## src/rtl/id_ex_stage_reg.sv

```systemverilog
// ID/EX pipeline register with load-use hazard detection and a saturating
// counter of the bubbles inserted for load-use stalls.
module id_ex_stage_reg #(
    parameter int XLEN  = 32,
    parameter int CNT_W = 16
) (
    input  logic             clk,
    input  logic             rst_n,
    input  logic             id_valid,
    input  logic [XLEN-1:0]  id_pc,
    input  logic [XLEN-1:0]  id_rs1_data,
    input  logic [XLEN-1:0]  id_rs2_data,
    input  logic [XLEN-1:0]  id_imm,
    input  logic [4:0]       id_rs1,
    input  logic [4:0]       id_rs2,
    input  logic [4:0]       id_rd,
    input  logic             id_use_rs1,
    input  logic             id_use_rs2,
    input  logic [3:0]       id_inst4,
    input  logic [1:0]       id_aluop,
    input  logic             id_alusrc,
    input  logic             id_memread,
    input  logic             id_memwrite,
    input  logic             id_regwrite,
    input  logic             id_memtoreg,
    input  logic             id_branch,
    input  logic             hold_i,
    input  logic             flush_i,
    output logic             stall_o,
    output logic             ex_valid,
    output logic [XLEN-1:0]  ex_pc,
    output logic [XLEN-1:0]  ex_rs1_data,
    output logic [XLEN-1:0]  ex_rs2_data,
    output logic [XLEN-1:0]  ex_imm,
    output logic [4:0]       ex_rs1,
    output logic [4:0]       ex_rs2,
    output logic [4:0]       ex_rd,
    output logic [3:0]       ex_inst4,
    output logic [1:0]       ex_aluop,
    output logic             ex_alusrc,
    output logic             ex_memread,
    output logic             ex_memwrite,
    output logic             ex_regwrite,
    output logic             ex_memtoreg,
    output logic             ex_branch,
    output logic [CNT_W-1:0] bubble_cnt
);

    // Single-bit control flags packed {alusrc, memread, memwrite, regwrite, memtoreg, branch}
    logic [5:0]       ctrl_q, ctrl_d;
    logic             valid_q, valid_d;
    logic [XLEN-1:0]  pc_q, pc_d;
    logic [XLEN-1:0]  rs1_data_q, rs1_data_d;
    logic [XLEN-1:0]  rs2_data_q, rs2_data_d;
    logic [XLEN-1:0]  imm_q, imm_d;
    logic [4:0]       rs1_q, rs1_d;
    logic [4:0]       rs2_q, rs2_d;
    logic [4:0]       rd_q, rd_d;
    logic [3:0]       inst4_q, inst4_d;
    logic [1:0]       aluop_q, aluop_d;
    logic [CNT_W-1:0] bubble_cnt_q, bubble_cnt_d;
    logic             lu;

    // Load-use detection: a load in EX whose destination the ID instruction reads.
    // Uses only registered EX state plus ID inputs, so reset drops it at once.
    always_comb begin
        lu = valid_q & ctrl_q[4] & (rd_q != 5'd0) & id_valid &
             ((id_use_rs1 & (id_rs1 == rd_q)) | (id_use_rs2 & (id_rs2 == rd_q)));
        stall_o = lu & ~flush_i & ~hold_i;
    end

    // Next-state: flush beats hold beats load-use beats a normal load.
    always_comb begin
        valid_d      = valid_q;
        pc_d         = pc_q;
        rs1_data_d   = rs1_data_q;
        rs2_data_d   = rs2_data_q;
        imm_d        = imm_q;
        rs1_d        = rs1_q;
        rs2_d        = rs2_q;
        rd_d         = rd_q;
        inst4_d      = inst4_q;
        aluop_d      = aluop_q;
        ctrl_d       = ctrl_q;
        bubble_cnt_d = bubble_cnt_q;
        if (flush_i || (!hold_i && lu)) begin
            // Bubble: kill control, leave data fields untouched
            valid_d = 1'b0;
            ctrl_d  = 6'd0;
            aluop_d = 2'b00;
            inst4_d = 4'd0;
            rd_d    = 5'd0;
            if (!flush_i && bubble_cnt_q != {CNT_W{1'b1}}) begin
                bubble_cnt_d = bubble_cnt_q + CNT_W'(1);
            end
        end else if (!hold_i) begin
            valid_d    = id_valid;
            pc_d       = id_pc;
            rs1_data_d = id_rs1_data;
            rs2_data_d = id_rs2_data;
            imm_d      = id_imm;
            rs1_d      = id_rs1;
            rs2_d      = id_rs2;
            rd_d       = id_rd;
            inst4_d    = id_inst4;
            aluop_d    = id_aluop & {2{id_valid}};
            ctrl_d     = {id_alusrc, id_memread, id_memwrite,
                          id_regwrite, id_memtoreg, id_branch} & {6{id_valid}};
        end
    end

    // Pipeline register state with asynchronous clear
    always_ff @(posedge clk or negedge rst_n) begin
        if (!rst_n) begin
            valid_q      <= 1'b0;
            pc_q         <= '0;
            rs1_data_q   <= '0;
            rs2_data_q   <= '0;
            imm_q        <= '0;
            rs1_q        <= '0;
            rs2_q        <= '0;
            rd_q         <= '0;
            inst4_q      <= '0;
            aluop_q      <= '0;
            ctrl_q       <= '0;
            bubble_cnt_q <= '0;
        end else begin
            valid_q      <= valid_d;
            pc_q         <= pc_d;
            rs1_data_q   <= rs1_data_d;
            rs2_data_q   <= rs2_data_d;
            imm_q        <= imm_d;
            rs1_q        <= rs1_d;
            rs2_q        <= rs2_d;
            rd_q         <= rd_d;
            inst4_q      <= inst4_d;
            aluop_q      <= aluop_d;
            ctrl_q       <= ctrl_d;
            bubble_cnt_q <= bubble_cnt_d;
        end
    end

    assign ex_valid    = valid_q;
    assign ex_pc       = pc_q;
    assign ex_rs1_data = rs1_data_q;
    assign ex_rs2_data = rs2_data_q;
    assign ex_imm      = imm_q;
    assign ex_rs1      = rs1_q;
    assign ex_rs2      = rs2_q;
    assign ex_rd       = rd_q;
    assign ex_inst4    = inst4_q;
    assign ex_aluop    = aluop_q;
    assign ex_alusrc   = ctrl_q[5];
    assign ex_memread  = ctrl_q[4];
    assign ex_memwrite = ctrl_q[3];
    assign ex_regwrite = ctrl_q[2];
    assign ex_memtoreg = ctrl_q[1];
    assign ex_branch   = ctrl_q[0];
    assign bubble_cnt  = bubble_cnt_q;

endmodule

```

## config.mk

```make
export PLATFORM = sky130hd
export DESIGN_NAME = id_ex_stage_reg
export DESIGN_NICKNAME = d
export VERILOG_FILES = /design/src/rtl/id_ex_stage_reg.sv
export SDC_FILE = /design/constraint.sdc
export NUM_CORES = 1
export LEC_CHECK = 0
export CORE_MARGIN = 8
export CORE_UTILIZATION = 35
export CTS_BUF_LIST = sky130_fd_sc_hd__clkbuf_8
export CTS_CLUSTER_SIZE = 40
export DETAILED_ROUTE_END_ITERATION = 8
export PLACE_DENSITY = 0.71
export SYNTH_ARGS = -nofsm -noshare
export SYNTH_HDL_FRONTEND = slang
export SYNTH_SLANG_ARGS = --single-unit
```

## constraint.sdc

```tcl
create_clock -name clk -period 1.7 [get_ports clk]
set_input_delay 0.34 -clock clk [delete_from_list [all_inputs] [get_ports clk]]
set_output_delay 0.34 -clock clk [all_outputs]
set_load 0.02 [all_outputs]
```

==> out/qor.yml, run 1 <==
clk_path_buf_depth: 2
required_ns: 2.02
core_area_um2: 19400
slew_violations: 0
antenna_cells: 0
final_cells: 1120
port_buffers: 334
grt_pass1_vias: 5825
dieWidth_um: 156
grt_overflow: 0
final_area_um2: 11600
cts_sinks: 172
grt_max_degree: 49
crit_arrival_ns: 2.38
netlist_instances: 446
outcome: "finished, violations left"
vias: 5212
syn2layout_area_growth_pct: 68.8
setup.worst_path.class: "flop to flop"
cts_tree: "yes"
die_area_um2: 24400
ant_nets: 0
layout_commonest_cell: "dfrtp_1"
min_path_type: "input pin to async pin"
violations: "negative setup slack"
synth_cell_types: 36
syn-mean-instance-area_um2: 15.5
ys.flop_type: "dfrtp_1"
clock_latency_ns: 0.44
numCtsBuffers: 17
fin_crit_sh_pct: 121
leakage_nw: 5.22
final_nets: 1006
pre_cts_ws_ns: -0.788
routed_wl_um: 22500
start_kind: "flop"
whs_ns: 0.415
dpl.hpwl_um: 17500
drc_errors: 0
dr.first_iter.drc_count: 112
min_period_ns: 2.06
reg2reg_from: "ex_rd[0]"
synth-edff-count: 0
setup_viol: 153
rows: 51
layout_common_cells: "163 x dfrtp_1, 160 x clkdlybuf4s50_1, 157 x dlygate4sd2_1"
ir_drop_uv: 492
fin_skew_ns: 0.0117
yosysSeqAreaShare_pct: 62.5
antenna_found_initial: 0
viasPerCell: 4.65
rsz0062_at_grt: "true"
worstMarginPinSlew_ns: 0.916
drive_gt1_share_pct: 33.0
dp.cells: 1075
maxSlewHeadroom_pct: 38.8
crit_start: "ex_rd[0]"
ys_warn_count: 0
grt.total_usage_pct: 17.7
fill_cells: 1629
syn_area_um2: 6890
first_pass_iters: 4
h-tree-depth: 4
critPathMaxFanout: 16
cts.clk_slew.worst_paths_ns: 0.09
synth_async_sr_flop_share_pct: 100
utilization_pct: 60.0
grt_pass1_wl_um: 33500
hold_viol: 0
cts-root-buf: "clkbuf_8"
io_pins: 335
timing.fmax_mhz: 486
synth-seq-cells: 172
setup_ws_ns: -0.358
power_density_nw_per_um2: 914
postPlaceCellArea_um2: 11000
endpoint_kind: "flop"
syn_nets: 609
drv_cap: 0
place.gp.congestion: 0.818
floorplan.initialDensity_pct: 35.5
fp.dieH_um: 156
routedWlPerCell_um: 20.1
[critical path, cell delays in order (launching register included)]
cell and delay (ns):
dfrtp_2 0.45, xnor2_2 0.14, nand2_1 0.12, o22ai_2 0.11
buf_6 0.14, a21boi_4 0.17, buf_12 0.14, buf_12 0.16
buf_12 0.16, mux2_2 0.34
[timing repair]
action                                  4_1_cts  5_1_grt
buffers inserted                              3        4
gates resized for setup                     211       34
gates cloned                                  1        7
hold endpoints to repair                     41        0
hold buffers                                  1        0
pin swaps                                     7       13
endpoints found under the setup margin      337      185
[final cells by class]
cell class              instances  area (µm²)  share of cell area (%)
inverters                       1        3.75                  0.0323
well taps                     265         332                    2.85
flip-flops and latches        172        4320                    37.1
multi-input cells             251        2600                    22.3
clock buffers                  18         248                    2.13
clock inverters                13         155                    1.33
repair buffers                400        3980                    34.2
[cells in the mapped netlist, drive strengths merged, types with 4 or more instances]
master | instances | area, µm²
a22o | 7 | 61.3
a32o | 4 | 40.0
buf | 18 | 184
clkbuf | 4 | 15.0
dfrtp | 172 | 4300
mux2 | 140 | 1580
nand2 | 22 | 85.1
nand3 | 8 | 40.0
nand4 | 7 | 43.8
nor2 | 4 | 15.0
o22ai | 7 | 43.8
xnor2 | 20 | 175
xor2 | 4 | 35.0
[final timing paths]
kind	end	slack (ns)	cells after the start
setup / recovery	ex_rs2_data[14]	-0.36	9
hold / removal	ex_imm[1]	0.42	2
setup reg to reg	ex_rs2_data[14]	-0.36	9
hold reg to reg	bubble_cnt[9]	0.50	1
max in group asynchronous	ex_pc[24]	0.70	3
min in group clk	ex_rd[0]	0.47	3
[per-layer routing]
metal  share of wire (%)  global-route usage, %
met4                 1.9                   5.54
met5                   0                      0
met2                  52                   31.5
met3                 8.6                   6.32
met1                  37                   19.4
[sequential cells by signal, indices dropped and copies added, names as in the netlist]
| name | cells |
|---|---|
| ex_rs2_data | 32 |
| ctrl_q | 6 |
| ex_rd | 5 |
| ex_inst4 | 4 |
| ex_imm | 32 |
| ex_pc | 32 |
| ex_valid | 1 |
| ex_rs1_data | 32 |
| ex_aluop | 2 |
| bubble_cnt | 16 |
| ex_rs1 | 5 |
| ex_rs2 | 5 |
[per-stage QoR]
step           setup TNS [ns]  power, mW
2_1_floorplan          -12.27       6.23
3_3_place_gp          -118.68       7.99
3_5_place_dp          -118.12       8.08
4_1_cts                -46.22       10.7
5_1_grt                -54.76       11.1
6_report               -46.60       10.6
[power by group]
| part | total [mW] | internal, mW | leakage [nW] | switching [mW] |
|---|---|---|---|---|
| clock network | 2.96 | 1.38 | 0.195 | 1.59 |
| registers | 4.86 | 4.59 | 2.07 | 0.266 |
| logic | 2.81 | 1.43 | 2.96 | 1.38 |
| total | 10.6 | 7.40 | 5.22 | 3.23 |
[cells by family (layout without fill, tap and decap cells)]
family / after synthesis / count (layout) / synth area share, %
AOI/OAI and AO/OA: 25 / 25 / 3.12
buffers and inverters: 23 / 432 / 2.94
xor gates and xnor gates: 24 / 24 / 3.05
and+or+nand+nor: 61 / 61 / 5.32
adders and majority gates: 1 / 1 / 0.182
DFF: 172 / 172 / 62.5
muxes: 140 / 140 / 22.9
Note: power is estimated with default switching activity, not from simulation.
==> inputs of run 2 (changes only) <==
- CORE_UTILIZATION: 35 -> 38
- CTS_CLUSTER_DIAMETER: unset -> 80
- PLACE_DENSITY: 0.71 -> 0.76
==> out/qor.yml, run 2 (synthesis gave the netlist of run 1 again) <==
outcome: "finished, violations left"
violations: "negative setup slack"
endpoint_kind: "flop"
timing.fmax_mhz: 460  # -5.4%
antenna_cells: 0  # unchanged
floorplan.initialDensity_pct: 38.5  # +3.0 points
antenna_found_initial: 0  # unchanged
cts.clk_slew.worst_paths_ns: 0.09  # about the same
routed_wl_um: 23400  # +3.9%
syn2layout_area_growth_pct: 74.9
setup_ws_ns: -0.476  # -0.117 ns
die_area_um2: 22700  # -7.1%
reg2reg_slack_ns: -0.48  # -0.12 ns
power_frac_comb_pct: 26.8  # +0.4 points
dr.first_iter.drc_count: 179  # +60%
ir_drop_uv: 493  # about the same
worstMarginPinSlew_ns: 0.799  # -0.117 ns
routedWlPerCell_um: 21.1  # +4.8%
cp-endpoint: "ex_rs1_data[24]"
busiest_layer: "met2"
setup.worst_path.class: "flop to flop"
clock_latency_ns: 0.45  # about the same
crit_start: "ex_rd[3]"
setup_viol: 160  # +4.6%
crit_chain: "xnor2_2 > nand4_1 > o22ai_2 > buf_4 > a21boi_4 > buf_6 > buf_12 > buf_16 > clkbuf_16 > mux2_2"
cts_sinks: 172  # unchanged
whs_ns: 0.355  # -0.0600 ns
slowest_stage: "dfrtp_2"
grt_max_degree: 61  # +24%
fin_crit_sh_pct: 128  # +6.9 points
crit_cells: 10  # +1
place.gp.congestion: 0.797  # -2.6%
multiInputGateArea_um2: 2640  # +1.8%
grt.met2_usage_pct: 35.3  # +3.8 points
leakage_nw: 5.50  # +5.3%
seq_area_um2: 4320  # unchanged
regToRegEndpoint: "ex_rs1_data[24]"
final_area_um2: 12100  # +3.6%
slowest_delay_ns: 0.47  # +0.02 ns
pre_cts_ws_ns: -0.656  # +0.131 ns
final_nets: 1032  # +2.6%
drc_errors: 0  # unchanged
path_buf_inv: 5  # +1
p_switching_mw: 3.26  # +0.65%
rsz0062_at_grt: "true"
numCtsBuffers: 17  # unchanged
layout_common_cells: "163 x dfrtp_1, 160 x clkdlybuf4s50_1, 158 x dlygate4sd2_1"
internal_power_mw: 7.63  # +3.1%
fill_cells: 1284  # -21%
use_met1_pct: 22.2  # +2.9 points
critPathTopFamily: "buffers and inverters"
vias: 5356  # +2.8%
min_path_type: "input pin to async pin"
drive_gt1_share_pct: 35.2  # +2.2 points
slew_violations: 0  # unchanged
p_seq_share_pct: 44.7  # -1.0 points
required_ns: 2.04  # +0.02 ns
swShare_pct: 29.9  # -0.51 points
crit_arrival_ns: 2.51  # +0.13 ns
min_period_ns: 2.18  # +0.117 ns
first_pass_iters: 4  # unchanged
fp.dieH_um: 151  # -3.6%
rr_worst_depth: 10  # +1
start_kind: "flop"
use_met3_pct: 6.55  # +0.24 points
port_buffers: 334  # unchanged
maxSlewHeadroom_pct: 46.6  # +7.8 points
hold_viol: 0  # unchanged
clk_path_buf_depth: 2  # unchanged
io_pins: 335  # unchanged
fin_skew_ns: 0.0155  # +0.00383 ns
reg2reg_from: "ex_rd[3]"
pwr-share-clk_pct: 28.5  # +0.6 points
cts_tree: "yes"
critPathMaxFanout: 8  # -8
drv_cap: 0  # unchanged
core_area_um2: 17900  # -7.7%
grt_pass1_vias: 5955  # +2.2%
power_density_nw_per_um2: 903  # -1.2%
dieWidth_um: 151  # -3.6%
dpl.hpwl_um: 17200  # -1.7%
postPlaceCellArea_um2: 10900  # -0.57%
viasPerCell: 4.83  # +3.7%
rows: 49  # -3.9%
grt_overflow: 0  # unchanged
ant_nets: 0  # unchanged
cts-root-buf: "clkbuf_8"
grt.total_usage_pct: 19.9  # +2.2 points
grt_pass1_wl_um: 34500  # +3.2%
h-tree-depth: 4  # unchanged
layout_commonest_cell: "dfrtp_1"
-- run 2: cell types whose count changed in the layout (fill, tap and decap cells not counted), sizes merged --
cell	previous run	this run
inv	7	8
dlygate4sd2	157	158
clkdlybuf4s15	8	5
bufbuf	0	1
bufinv	2	3
clkinvlp	3	1
clkbuf	29	25
buf	63	94
-- run 2: per-layer routing --
metal  up-vias  wire, µm
li1       2446         -
met1      2644      8840
met2       238     12100
met3        28      2010
met4         0       426
met5         -         0
-- run 2: cell type report --
class | instances | area share [%]
inverters | 1 | 0.0311
repair buffers | 426 | 36.3
clock buffers | 18 | 2.06
well taps | 229 | 2.38
flip-flops and latches | 172 | 35.8
clock inverters | 13 | 1.47
multi-input cells | 251 | 21.9
-- run 2: worst min-delay path by stage --
| stage | from | slack [ns] | endpoint | cells past startpoint |
|---|---|---|---|---|
| finish | rst_n | 0.36 | bubble_cnt[2] | 2 |
| global route | rst_n | 0.34 | bubble_cnt[2] | 2 |
| CTS | rst_n | 0.33 | ex_inst4[3] | 2 |
| detailed placement | rst_n | 0.27 | bubble_cnt[3] | 1 |
| global placement | rst_n | 0.26 | bubble_cnt[3] | 1 |
| floorplan | rst_n | 0.04 | bubble_cnt[0] | 0 |
-- run 2: worst register-to-register path: stages, from the launching register on --
cell,delay [ns]
dfrtp_2,0.47
xnor2_2,0.15
nand4_1,0.12
o22ai_2,0.10
buf_4,0.15
a21boi_4,0.15
buf_6,0.14
buf_12,0.12
buf_16,0.17
clkbuf_16,0.17
mux2_2,0.33
-- run 2: power groups by stage --
stage / logic, mW / registers [mW] / clock network [mW]
after CTS: 2.93 / 4.86 / 3.20
after floorplan: 0.665 / 5.57 / 0
after global placement: 3.04 / 4.92 / 0
after detailed placement: 3.10 / 4.96 / 0
final: 2.92 / 4.86 / 3.11
after global routing: 3.07 / 4.93 / 3.37
-- run 2: what timing repair did --
action	in CTS	in global routing
cloned	11	2
pin swaps	7	16
resized for setup	237	38
setup endpoints to repair	345	184
hold endpoints to repair	31	0
buffers inserted	19	5
hold buffers	1	0
-- run 2: metrics by stage --
stage	std cells	TNS (ns)	utilization (%)	total power [mW]
2_1_floorplan	446	-12.27	-	6.23
3_3_place_gp	1042	-93.36	61.2	7.97
3_5_place_dp	1042	-96.41	61.2	8.06
4_1_cts	1104	-57.13	66.2	11.0
5_1_grt	1110	-70.07	67.3	11.4
6_report	1110	-56.09	67.3	10.9
==> variant 1: new RTL, flow settings as in run 1 <==
`CNT_W`: 16 -> 32.
--- a/src/rtl/id_ex_stage_reg.sv
+++ b/src/rtl/id_ex_stage_reg.sv
@@ -4,3 +4,3 @@
     parameter int XLEN  = 32,
-    parameter int CNT_W = 16
+    parameter int CNT_W = 32
 ) (
Interface: changed (resized bubble_cnt); port bits go from 335 to 351. The function was not compared with the original's and may differ.
==> variant 1 against run 1 <==
The run still ends with setup timing left; cell area up 8.6%; fmax down 11%; sequential cell count up 16; register-to-register slack worse by 0.22 ns; total power up 6.1%; synthesized area up 8.0%; via count up 11%; worst setup slack worse by 0.26 ns; global-route usage up 0.65 points; wire length up 6.9%.
==> variant 1: results <==
[global_route]
grtUsageMet1_pct = 21.0
grt_max_degree = 47
grt_antenna_before_repair = 1
first_global_vias = 6300
globalRouteTotalUtil_pct = 18.3
grt_pass1_wl_mm = 37.3
grt_use_met3_pct = 7.92
use_met2_pct = 31.0

[detailed_routing]
wl_met2_mm = 12.2
dr_total_vias = 5779
met1_length_mm = 9.31
maxUsedRoutingLayer = "met4"
drtIter0Drc = 194
dr_wl_met3_mm = 2.32
dr.pass1.iters = 4
wl_per_cell_um = 19.6

[clock_network]
ctsResizeCount = 37
worstSkewPairLatency_ns = 0.46
cts_root_buf = "clkbuf_8"
cts_hold_buf = 1
clk_pin_slew_ns = 0.11
h-tree-depth = 4
numCtsBuffers = 17
clockBufferDepth = 2
post_cts_buffers = 0

[worst_setup_path]
rr_endpoint = "ex_rs2_data[5]$_DFFE_PN0P_"
crit_slowest_cell = "or4_4"
critPathMaxFanout = 4
cp_slowest_stage_delay_ns = 0.48
worstSetupStartpoint = "ex_rd[2]$_DFFE_PN0P_"
r2r_cells = 8
reg2reg_slack_ns = -0.58
timing.rr.start = "ex_rd[3]$_DFFE_PN0P_"
arrival_ns = 1.98
cp-endpoint = "stall_o"

[synth]
async_reset_ff_share_pct = 100
seq_area_frac_synth_pct = 63.2
ys_warn_count = 0
synth_common_cells = "dfrtp_1 (188), mux2_2 (139), xor2_1 (28)"
synth_edf_count = 0
syn_nets = 670
ys_types = 30
yosys-top-cells-area = "dfrtp_1 (63%), mux2_2 (21%), xor2_1 (3.3%)"

[placed_design]
routabilityCongestion = 0.759
place_area_um2 = 12000
place_ws_ns = -1.24
io_buffer_count = 350
dpl.hpwl_mm = 19.2

[sta]
skew_ns = 0.0184
setup_viol = 363
setup_slack_ns = -0.621
tightest_slew_ns = 0.476

[cells_and_area]
nets = 1102
drive_above_1_share_pct = 32.0

[power]
p_leak_uw = 0.00551
p_sw_share_pct = 29.9
ir_worst_vdd_mv = 0.579

[status]
status = "finished, violations left"
violations = "setup timing"
-- variant 1: changes by cell type after synthesis, sizes merged, moves of 7 or more --
cell   delta
xnor2     -7
dfrtp    +16
a22o     +10
xor2     +24
nor3     +10
nand2     -8
o22ai     -7
nor4     +16
-- variant 1: power groups by stage --
| stage | registers (uW) | clock network [uW] | logic [uW] |
|---|---|---|---|
| after floorplan | 5950 | 0 | 600 |
| after CTS | 5250 | 3160 | 3070 |
| after global routing | 5310 | 3330 | 3180 |
| final | 5240 | 3030 | 3010 |
| after global placement | 5310 | 0 | 3010 |
| after detailed placement | 5340 | 0 | 3040 |
-- variant 1: critical path: cells and delay by family (launching register included) --
family | cells | cell delay (ns)
buffers and inverters | 2 | 0.17
flip-flops | 1 | 0.41
AND/OR/NAND/NOR | 4 | 0.95
-- variant 1: logic make-up after synthesis --
family / share of synthesized area, %
muxes: 21.0
and+or+nand+nor: 6.42
buffers and inverters: 1.92
xor gates and xnor gates: 4.83
AOI/OAI and AO/OA: 2.40
DFF: 63.2
adders and majority gates: 0.168
-- variant 1: through the flow --
step,TNS (ns),utilization (%),hold WS [ns],std cells
after floorplan,-64.89,-,0.0444,507
after global placement,-189.26,57.5,0.262,1194
after detailed placement,-209.77,57.5,0.262,1194
after CTS,-133.62,59.8,0.307,1227
after global routing,-144.92,60.3,0.322,1228
final,-115.83,60.3,0.344,1228
-- variant 1: area by class of cell --
type | instances | area, um^2
Tap cell | 275 | 344
Antenna cell | 1 | 2.50
Inverter | 5 | 21.3
Timing Repair Buffer | 437 | 4310
Multi-Input combinational cell | 290 | 2840
Clock buffer | 18 | 248
Fill cell | 1736 | 8330
Sequential cell | 188 | 4710
Clock inverter | 14 | 149
==> variant 2: new RTL, flow settings as in run 1 <==
Made on the original files. Take the reset off `rs2_data_q` and load it in a clocked block of its own.
--- a/src/rtl/id_ex_stage_reg.sv
+++ b/src/rtl/id_ex_stage_reg.sv
@@ -117,3 +117,2 @@
             rs1_data_q   <= '0;
-            rs2_data_q   <= '0;
             imm_q        <= '0;
@@ -130,3 +129,2 @@
             rs1_data_q   <= rs1_data_d;
-            rs2_data_q   <= rs2_data_d;
             imm_q        <= imm_d;
@@ -140,2 +138,6 @@
         end
+    end
+
+    always_ff @(posedge clk) begin
+        rs2_data_q <= rs2_data_d;
     end
Formal check against the unedited RTL: not equivalent (Yosys sat finds a counterexample within 4 cycles, from zero or initial values and one cycle with rst_n low).
==> variant 2 against run 1 <==
The flow still finishes with violations (setup timing); sequential cell count did not move; die area fell by 4.7%; first-iteration DRC count rose by 68%; core utilization rose by 1.3 points; synthesized area fell by 5.2%; largest cell class unchanged; wire length rose by 1.0%; worst setup slack got worse by 0.41 ns; total power fell by 4.3%; cell area fell by 2.5%.
==> variant 2: results <==
[status]
status = "finished, violations left"
violations = "setup timing"

[placed_design]
post-place-cells = 996
routabilityCongestion = 0.849
dpl.hpwl_mm = 16.8
place_ws_ns = -0.864
place_area_um2 = 10500

[power]
ir_worst_vdd_mv = 0.503
p_comb_uw = 2560
p_leak_uw = 0.00508
power_sequential_uw = 4870

[synth]
synth_area_per_cell_um2 = 16.3
yosys-top-cells-area = "dfrtp_1 (54%), edfxtp_1 (15%), mux2_2 (14%)"
synth_common_cells = "dfrtp_1 (140), mux2_2 (81), edfxtp_1 (32)"
synth_edf_count = 32
syn_nets = 563
async_reset_ff_share_pct = 81.4

[cells_and_area]
fillers = 1452
buf_share_pct = 34.3
buffers = 396
seq-cell-share_pct = 39.4
nClkBuffers = 17
drive_above_1_share_pct = 26.4
antenna-diode-count = 1
nets = 964
multi_input_area_share_pct = 20.1
regArea_um2 = 4470
layout.comb_gates.multi_input = 212
clock_cell_area_share_pct = 3.26

[sta]
setup_viol = 174
skew_ns = 0.0155
setup_slack_ns = -0.767
tightest_slew_ns = 0.627
fin_hold_ws_ns = 0.375

[global_route]
grt_max_degree = 43
grt_pass1_wl_mm = 34.5
grtUsageMet1_pct = 20.5
globalRouteTotalUtil_pct = 19.2
grt_use_met3_pct = 7.66

[worst_setup_path]
critPathMaxFanout = 17
arrival_ns = 2.82
cp_slowest_stage_delay_ns = 0.55
critPathTopFamily = "compound AO/OA/AOI/OAI gates"
crit_slowest_cell = "or4_4"
timing.rr.start = "ex_rd[1]$_DFFE_PN0P_"
r2r_cells = 6
rr_endpoint = "ex_imm[21]$_DFFE_PN0P_"

[detailed_routing]
wl_per_cell_um = 21.7
drtIter0Drc = 188
via_per_inst = 4.82
dr_wl_met3_mm = 2.06

[clock_network]
worstSkewPairLatency_ns = 0.46
post_cts_buffers = 11
-- variant 2: logic make-up after synthesis --
| kind of cell | Yosys count | share of synthesized area [%] |
|---|---|---|
| muxes | 111 | 19.1 |
| DFF | 172 | 68.3 |
| xor gates and xnor gates | 21 | 2.82 |
| and+or+nand+nor | 56 | 4.75 |
| buffers and inverters | 16 | 1.80 |
| AOI/OAI and AO/OA | 23 | 2.99 |
| adders and majority gates | 1 | 0.191 |
-- variant 2: worst max-delay path by stage --
stage | cells past startpoint | endpoint | slack [ns]
final | 6 | ex_imm[21]$_DFFE_PN0P_ | -0.77
after global routing | 11 | ex_rd[2]$_DFFE_PN0P_ | -0.84
after CTS | 6 | ex_imm[4]$_DFFE_PN0P_ | -0.79
after detailed placement | 6 | stall_o | -0.86
after global placement | 6 | stall_o | -0.84
after floorplan | 7 | ex_rs1_data[12]$_DFFE_PN0P_ | -0.69
